<file path="src/rtl/is_uart_tx_fsm.sv">
// rtl/is_uart_tx_fsm.sv - UART transmit serializer driven by the TX sample counter bit strobe.
module is_uart_tx_fsm #(
   parameter int DATA_W     = 8,
   parameter int PARITY_EN  = 0,
   parameter int PARITY_ODD = 0,
   parameter int STOP_BITS  = 1
) (
   input  logic              clk_i,
   input  logic              rst_i,
   input  logic [DATA_W-1:0] tx_data_i,
   input  logic              tx_valid_i,
   output logic              tx_ready_o,
   input  logic              tx_ce_i,
   output logic              txct_r_o,
   output logic              tx_o,
   output logic              tx_busy_o
);

   localparam int CNT_W = $clog2(DATA_W + 1);

   typedef enum logic [2:0] {
      S_IDLE,
      S_START,
      S_DATA,
      S_PARITY,
      S_STOP
   } state_t;

   state_t              state_q, state_d;
   logic [DATA_W-1:0]   shift_q, shift_d;
   logic [CNT_W-1:0]    bit_cnt_q, bit_cnt_d;
   logic                stop_cnt_q, stop_cnt_d;
   logic                parity_q, parity_d;
   logic                tx_q, tx_d;
   logic                accept;

   assign tx_ready_o = (state_q == S_IDLE);
   assign tx_busy_o  = (state_q != S_IDLE);
   assign accept     = tx_ready_o && tx_valid_i;
   // Counter restart coincides with the accept edge so the start bit gets a full period.
   assign txct_r_o   = accept;
   assign tx_o       = tx_q;

   always_comb begin
      state_d    = state_q;
      shift_d    = shift_q;
      bit_cnt_d  = bit_cnt_q;
      stop_cnt_d = stop_cnt_q;
      parity_d   = parity_q;
      tx_d       = tx_q;
      case (state_q)
         S_IDLE: begin
            tx_d = 1'b1;
            if (accept) begin
               shift_d    = tx_data_i;
               parity_d   = (^tx_data_i) ^ (PARITY_ODD != 0);
               bit_cnt_d  = '0;
               stop_cnt_d = 1'b0;
               tx_d       = 1'b0;
               state_d    = S_START;
            end
         end
         S_START: begin
            tx_d = 1'b0;
            if (tx_ce_i) begin
               tx_d    = shift_q[0];
               state_d = S_DATA;
            end
         end
         S_DATA: begin
            if (tx_ce_i) begin
               shift_d   = shift_q >> 1;
               bit_cnt_d = bit_cnt_q + 1'b1;
               if (bit_cnt_q == CNT_W'(DATA_W - 1)) begin
                  stop_cnt_d = 1'b0;
                  if (PARITY_EN != 0) begin
                     tx_d    = parity_q;
                     state_d = S_PARITY;
                  end else begin
                     tx_d    = 1'b1;
                     state_d = S_STOP;
                  end
               end else begin
                  tx_d = shift_q[1];
               end
            end
         end
         S_PARITY: begin
            tx_d = parity_q;
            if (tx_ce_i) begin
               tx_d    = 1'b1;
               state_d = S_STOP;
            end
         end
         S_STOP: begin
            tx_d = 1'b1;
            if (tx_ce_i) begin
               if (stop_cnt_q == 1'(STOP_BITS - 1)) begin
                  state_d = S_IDLE;
               end else begin
                  stop_cnt_d = stop_cnt_q + 1'b1;
               end
            end
         end
         default: begin
            tx_d    = 1'b1;
            state_d = S_IDLE;
         end
      endcase
   end

   always_ff @(posedge clk_i) begin
      if (rst_i) begin
         state_q    <= S_IDLE;
         shift_q    <= '0;
         bit_cnt_q  <= '0;
         stop_cnt_q <= 1'b0;
         parity_q   <= 1'b0;
         tx_q       <= 1'b1;
      end else begin
         state_q    <= state_d;
         shift_q    <= shift_d;
         bit_cnt_q  <= bit_cnt_d;
         stop_cnt_q <= stop_cnt_d;
         parity_q   <= parity_d;
         tx_q       <= tx_d;
      end
   end

endmodule
</file>
<file path="config.mk">
export PLATFORM = sky130hd
export DESIGN_NAME = is_uart_tx_fsm
export DESIGN_NICKNAME = d
export VERILOG_FILES = /design/src/rtl/is_uart_tx_fsm.sv
export SDC_FILE = /design/constraint.sdc
export NUM_CORES = 1
export LEC_CHECK = 0
export ABC_CLOCK_PERIOD_IN_PS = 2870
export CORE_MARGIN = 2
export CORE_UTILIZATION = 35
export DETAILED_ROUTE_END_ITERATION = 10
export DONT_BUFFER_PORTS = 1
export HOLD_SLACK_MARGIN = 0.08
export PLACE_DENSITY = 0.47
export SLEW_MARGIN = 30
export SYNTH_ARGS = -nofsm -noshare
export SYNTH_HDL_FRONTEND = slang
export SYNTH_SLANG_ARGS = --single-unit
</file>
<file path="constraint.sdc">
create_clock -name clk_i -period 2.87 [get_ports clk_i]
set_input_delay 0.574 -clock clk_i [delete_from_list [all_inputs] [get_ports clk_i]]
set_output_delay 0.574 -clock clk_i [all_outputs]
set_load 0.1 [all_outputs]
</file>
======== Word level (Yosys, flattened, before mapping) ========
Cells that the tools add are included.
operators by class
  $add $sub $neg .......................... 2
  equality and inequality tests ........... 12
  muxes and demuxes ....................... 26
  reductions and logical operators ........ 10
operators with widths
  cell                                            number
  two-way mux 3 bit                               7
  two-way mux 8 bit                               2
  case mux 8 bit (2 select lines)                 1
  case mux 3 bit (5 select lines)                 1
  != test 2 bit (second input constant)           6
  two-way mux 1 bit                               10
  two-way mux 4 bit                               2
  case mux 4 bit (2 select lines)                 1
  parity 8 bit                                    1
  AND reduction 7 bit                             1
  == test 3 x 2 -> 1 bit (second input constant)  2
  nonzero test 3 bit                              2
  AND reduction 5 bit                             1
  adder 4 x 1 -> 4 bit (second input constant)    1
  == test 4 x 3 -> 1 bit (second input constant)  1
  case mux 1 bit (4 select lines)                 1
  == test 3 x 1 -> 1 bit (second input constant)  1
  == test 3 bit (second input constant)           1
  zero test 3 bit                                 1
  case mux 1 bit (3 select lines)                 1
  AND reduction 3 bit                             1
  != test 2 x 1 -> 1 bit (second input constant)  1
  AND reduction 2 bit                             1
  nonzero test 2 bit                              1
  2 further kinds                                 2
word-level totals
  output and inout bits ................... 4
  word-level logic and storage cells ...... 56
  register bits ........................... 18
  bits of input ports ..................... 12

======== Longest topological paths before layout ========
  depth in word-level cells ............... 4
  mapped depth ............................ 7
  depth with buffers taken out ............ 5

======== Worst setup path after synthesis ========
OpenSTA, ideal clock, no wires.
  path type ............................... input to output
  start ................................... input port tx_valid_i
  end ..................................... output port txct_r_o
  arrival time ............................ 1.997 ns
  path slack .............................. 0.299 ns
  required time ........................... 2.296 ns
  stages .................................. 2
  cell sequence ........................... nand2b_1 -> nor3_2
between the ends
  cells in the longest elaborated chain, start to end .. 1
ends and longest elaborated chain
  item               line  text
  from (decl)        11    input logic tx_valid_i,
  logical AND 1 bit  39    assign accept = tx_ready_o && tx_valid_i;
  to (decl)          14    output logic txct_r_o,
No other way between the ends.

======== Final worst setup path ========
  start ................................... register state_q[2]
  end ..................................... output port tx_ready_o
between the ends
  cells in the longest elaborated chain, start to end .. 1
ends and longest elaborated chain
  item                    line  text
  from (decl)             29    state_t state_q, state_d;
  from (signal assigned)  121   state_q <= state_d;
  zero test 3 bit         37    assign tx_ready_o = (state_q == S_IDLE);
  to (decl)               12    output logic tx_ready_o,
No other way between the ends.

==> impl_results.rst <==
.. list-table::
   :header-rows: 1

   * - Metric
     - Value
   * - Result of the run
     - finished, final reports clean
   * - Mapped Avg Cell Area
     - 9.335 um2
   * - Fraction of post-synthesis cell area in the top cell type by area
     - roughly 36%
   * - Number of cells produced by synthesis
     - 102
   * - Sequential area share after synthesis
     - 35.74%
   * - Worst Clk Skew
     - a little under 4 ps
   * - Bufs on Longest Clock Path
     - 2
   * - DR WL/cell
     - 12.92 um
   * - Max-Cap Viols
     - 0
   * - Met3 Resource Use GR
     - under 10%
   * - Number of pins exceeding their max-slew limit in the final report
     - 0
   * - Sequential Power Share
     - 51.0%
   * - Count of boundary I/O pins
     - 16
   * - Commonest register cell after synthesis
     - sky130_fd_sc_hd__dfxtp_1
   * - Number of remaining DRC errors
     - 0
   * - Number of buffers inserted by port buffering
     - 0
   * - Number of filler instances in the final layout
     - 270
   * - Clock buffers created by TritonCTS
     - 3
   * - Mapped Nets
     - roughly 120
   * - Number of design-rule violations left by the first detailed-router iteration
     - 11
   * - HPWL after detailed placement
     - ~1300 um
   * - RR Endpoint
     - shift_q[1]
   * - Start point of the worst min-delay path
     - rst_i
   * - Ys async rst share
     - 0%
   * - Critical path capture point type
     - output pin
   * - Global placer's final weighted congestion
     - roughly 0.69
   * - # clock sinks
     - 17
   * - Beginning of the worst register-to-register path
     - state_q[1]
   * - Final setup violating endpoints
     - 0
   * - Highest-count cells in the layout ignoring fill and taps
     - sky130_fd_sc_hd__dfxtp_1 (17), sky130_fd_sc_hd__nor2_1 (12), sky130_fd_sc_hd__mux2i_1 (7), sky130_fd_sc_hd__a211oi_2 (7), sky130_fd_sc_hd__xnor2_1 (7)
   * - Cell type contributing the most total cell area after synthesis
     - sky130_fd_sc_hd__dfxtp_1
   * - Proportion of total power due to net switching
     - between 30% and 40%
   * - Worst endpoint data arrival time
     - ~1500 ps
   * - Clock insertion delay at the later pin of the skew report
     - roughly 290 ps
   * - Final min period
     - between 2000 and 2500 ps
   * - Post-detailed-routing wire length
     - approximately 1700 um
   * - Clock root buffer master
     - sky130_fd_sc_hd__clkbuf_4
   * - Area growth from synthesis to final layout
     - 4.468%
   * - Netlist area before placement
     - ~950 um2
   * - Antenna Nets Post-Route
     - 0
   * - Clk pwr share
     - between 20% and 30%
   * - Remaining global-route overflow
     - 0
   * - Count of buffers added by post-CTS timing repair for setup
     - 0
   * - Crit path max fanout
     - 9
   * - Count of cells resized by post-cts repair
     - 0
   * - Area inside the core boundary
     - between 2000 and 3000 um2
   * - Worst reg2reg setup slack
     - 1420 ps
   * - Path type of the worst min-delay path
     - in -> reg
   * - RSZ-0062 raised after global routing
     - false
   * - Required @ worst endpoint
     - between 2000 and 2500 ps
   * - Smallest hold slack
     - ~330 ps
   * - Part of the total power dissipated in combinational logic
     - 25.2%
   * - Number of synthesized flops with an enable pin
     - 0
   * - Distinct cell type count after synthesis
     - 32
   * - Final hold violation count
     - 0
   * - Final net count
     - roughly 120
   * - Global-route wire length before repair
     - between 2000 and 3000 um
   * - Net switching power
     - 0.0001849 W
   * - H-Tree Depth
     - 1
   * - Total iterations of the first detailed-routing run
     - 4
   * - Most common cell after layout, fill and taps aside
     - sky130_fd_sc_hd__dfxtp_1
   * - Worst Hold Path Cells
     - 1
   * - R2R cell count
     - 4
   * - Number of diodes added for antenna fixing
     - 0
   * - Area of the die
     - 3154 um2
   * - Pwr per Cell Area
     - 547.8 nW/um2
   * - Detailed-route vias per instance
     - ~5.2
   * - Terminating pin of the worst hold path
     - shift_q[5]
   * - Fraction of final layout cells with drive strength greater than 1
     - between 10% and 20%
   * - All-layer global routing usage
     - ~12%
   * - Starting Density
     - 37.75%
   * - GRT busiest layer
     - met2
   * - Met1 Usage GRT
     - 13.78%
   * - Critical setup path kind
     - reg -> out
   * - Post-route clock period utilization
     - 71.02%
   * - Vert. Die Dim
     - approximately 56 um
   * - Synth top area cells
     - sky130_fd_sc_hd__dfxtp_1 (36%), sky130_fd_sc_hd__a211oi_2 (9.2%), sky130_fd_sc_hd__mux2i_1 (7.4%)
   * - Pint
     - between 0.0003 and 0.0004 W
   * - Number of hold-repair buffers added at the cts stage
     - 0
   * - # rows
     - 18
   * - Flip-flop and latch count after synthesis
     - 17
   * - Clock tree from TritonCTS
     - built
   * - Via count of the first global-routing pass
     - roughly 670
   * - Number of warnings printed during yosys synthesis
     - 0
   * - Final standard cell utilization of the core
     - about two fifths
   * - M2 GR Usage
     - 20.00%
   * - Vias post-DR
     - just under 700
   * - Horizontal extent of the die
     - approximately 56 um
   * - Static leakage power
     - roughly 0.35 nW
   * - Category of the worst setup path launch point
     - flip-flop
   * - Maximum number of pins on one net before global-route repair
     - 18
   * - Sum of negative setup slack
     - 0 ps
   * - Slew HR
     - ~36%
   * - Maximum clock frequency
     - just under 500 MHz
   * - Number of antenna violations at the first check in global routing
     - 0
   * - Maximum VDD drop
     - between 0.3 and 0.4 mV
   * - Slew of the pin with the lowest slew margin
     - 958.6 ps
   * - Reg clk slew, reported paths
     - approximately 100 ps
[how the worst max path moves through the flow]
stage                          start         end  cells past startpoint
final                     state_q[2]  tx_ready_o                      3
after global routing      state_q[2]  tx_ready_o                      3
after CTS                 state_q[2]  tx_ready_o                      3
after detailed placement  state_q[2]  tx_ready_o                      3
after global placement    state_q[2]  tx_ready_o                      3
after floorplan           tx_valid_i    txct_r_o                      2
[metrics by stage]
stage,area (um2),setup WS [ps],power [W],cells
after floorplan,952.2,298.6,0.0004141,102
after global placement,968.4,1165,0.0004218,128
after detailed placement,968.4,1157,0.0004224,128
after CTS,994.7,821.2,0.0005541,132
after global routing,994.7,754.5,0.0005779,132
final,994.7,831.6,0.0005449,132
[synthesized netlist by cell type, drive strengths merged (2+ instances only)]
library cell	count
nor2	12
a21oi	4
and3	2
mux2i	7
xor2	3
nand3	3
nand2	3
nor3	5
nand2b	3
xnor2	7
inv	2
or3	2
clkbuf	2
dfxtp	17
a31oi	2
nor2b	2
o21ai	2
buf	7
a211oi	8
[sequential cells by signal, indices dropped and copies added, names as in the netlist]
register and cells:
tx_o 1, bit_cnt_q 4, shift_q 8, state_q 3, parity_q 1
[critical path, stage by stage (launching register included)]
cell,delay [ps]
sky130_fd_sc_hd__dfxtp_1,420
sky130_fd_sc_hd__or3_1,420
sky130_fd_sc_hd__inv_1,60
sky130_fd_sc_hd__buf_4,280
[per-layer routing]
metal,share of wire [%],routed length (um),vias to the layer above
met5,0,0,-
met4,0.59,10,0
met3,6.6,113,2
met2,44,742,14
met1,49,839,319
li1,-,-,357
[cells by family (layout without fill, tap and decap cells)]
group | Yosys count | count (layout) | share of synthesized area [%]
flip-flops | 17 | 17 | 35.74
multiplexers | 8 | 8 | 8.935
AND/OR/NAND/NOR | 38 | 38 | 21.68
XOR/XNOR | 10 | 10 | 9.199
buffers and inverters | 11 | 11 | 7.622
AO/OA/AOI/OAI | 17 | 17 | 15.51
adder cells (fa/ha/maj) | 1 | 1 | 1.314
[power by group through the flow]
stage,sequential [W],clock (W),combinational [W]
after floorplan,0.000277,0,0.000137
after global placement,0.000283,0,0.000138
after detailed placement,0.000284,0,0.000139
after CTS,0.000278,0.000137,0.000139
after global routing,0.000281,0.000149,0.000149
final,0.000278,0.000130,0.000137
[area by class of cell]
cell class	instances	area, um2	share of cell area (%)
clock buffer	4	26.28	2.642
sequential	17	340.3	34.21
inverter	2	7.507	0.7547
tap	30	37.54	3.774
multi-input combinational	74	545.5	54.84
timing repair buffer	5	37.54	3.774
Power figures use the tool's default switching activity.
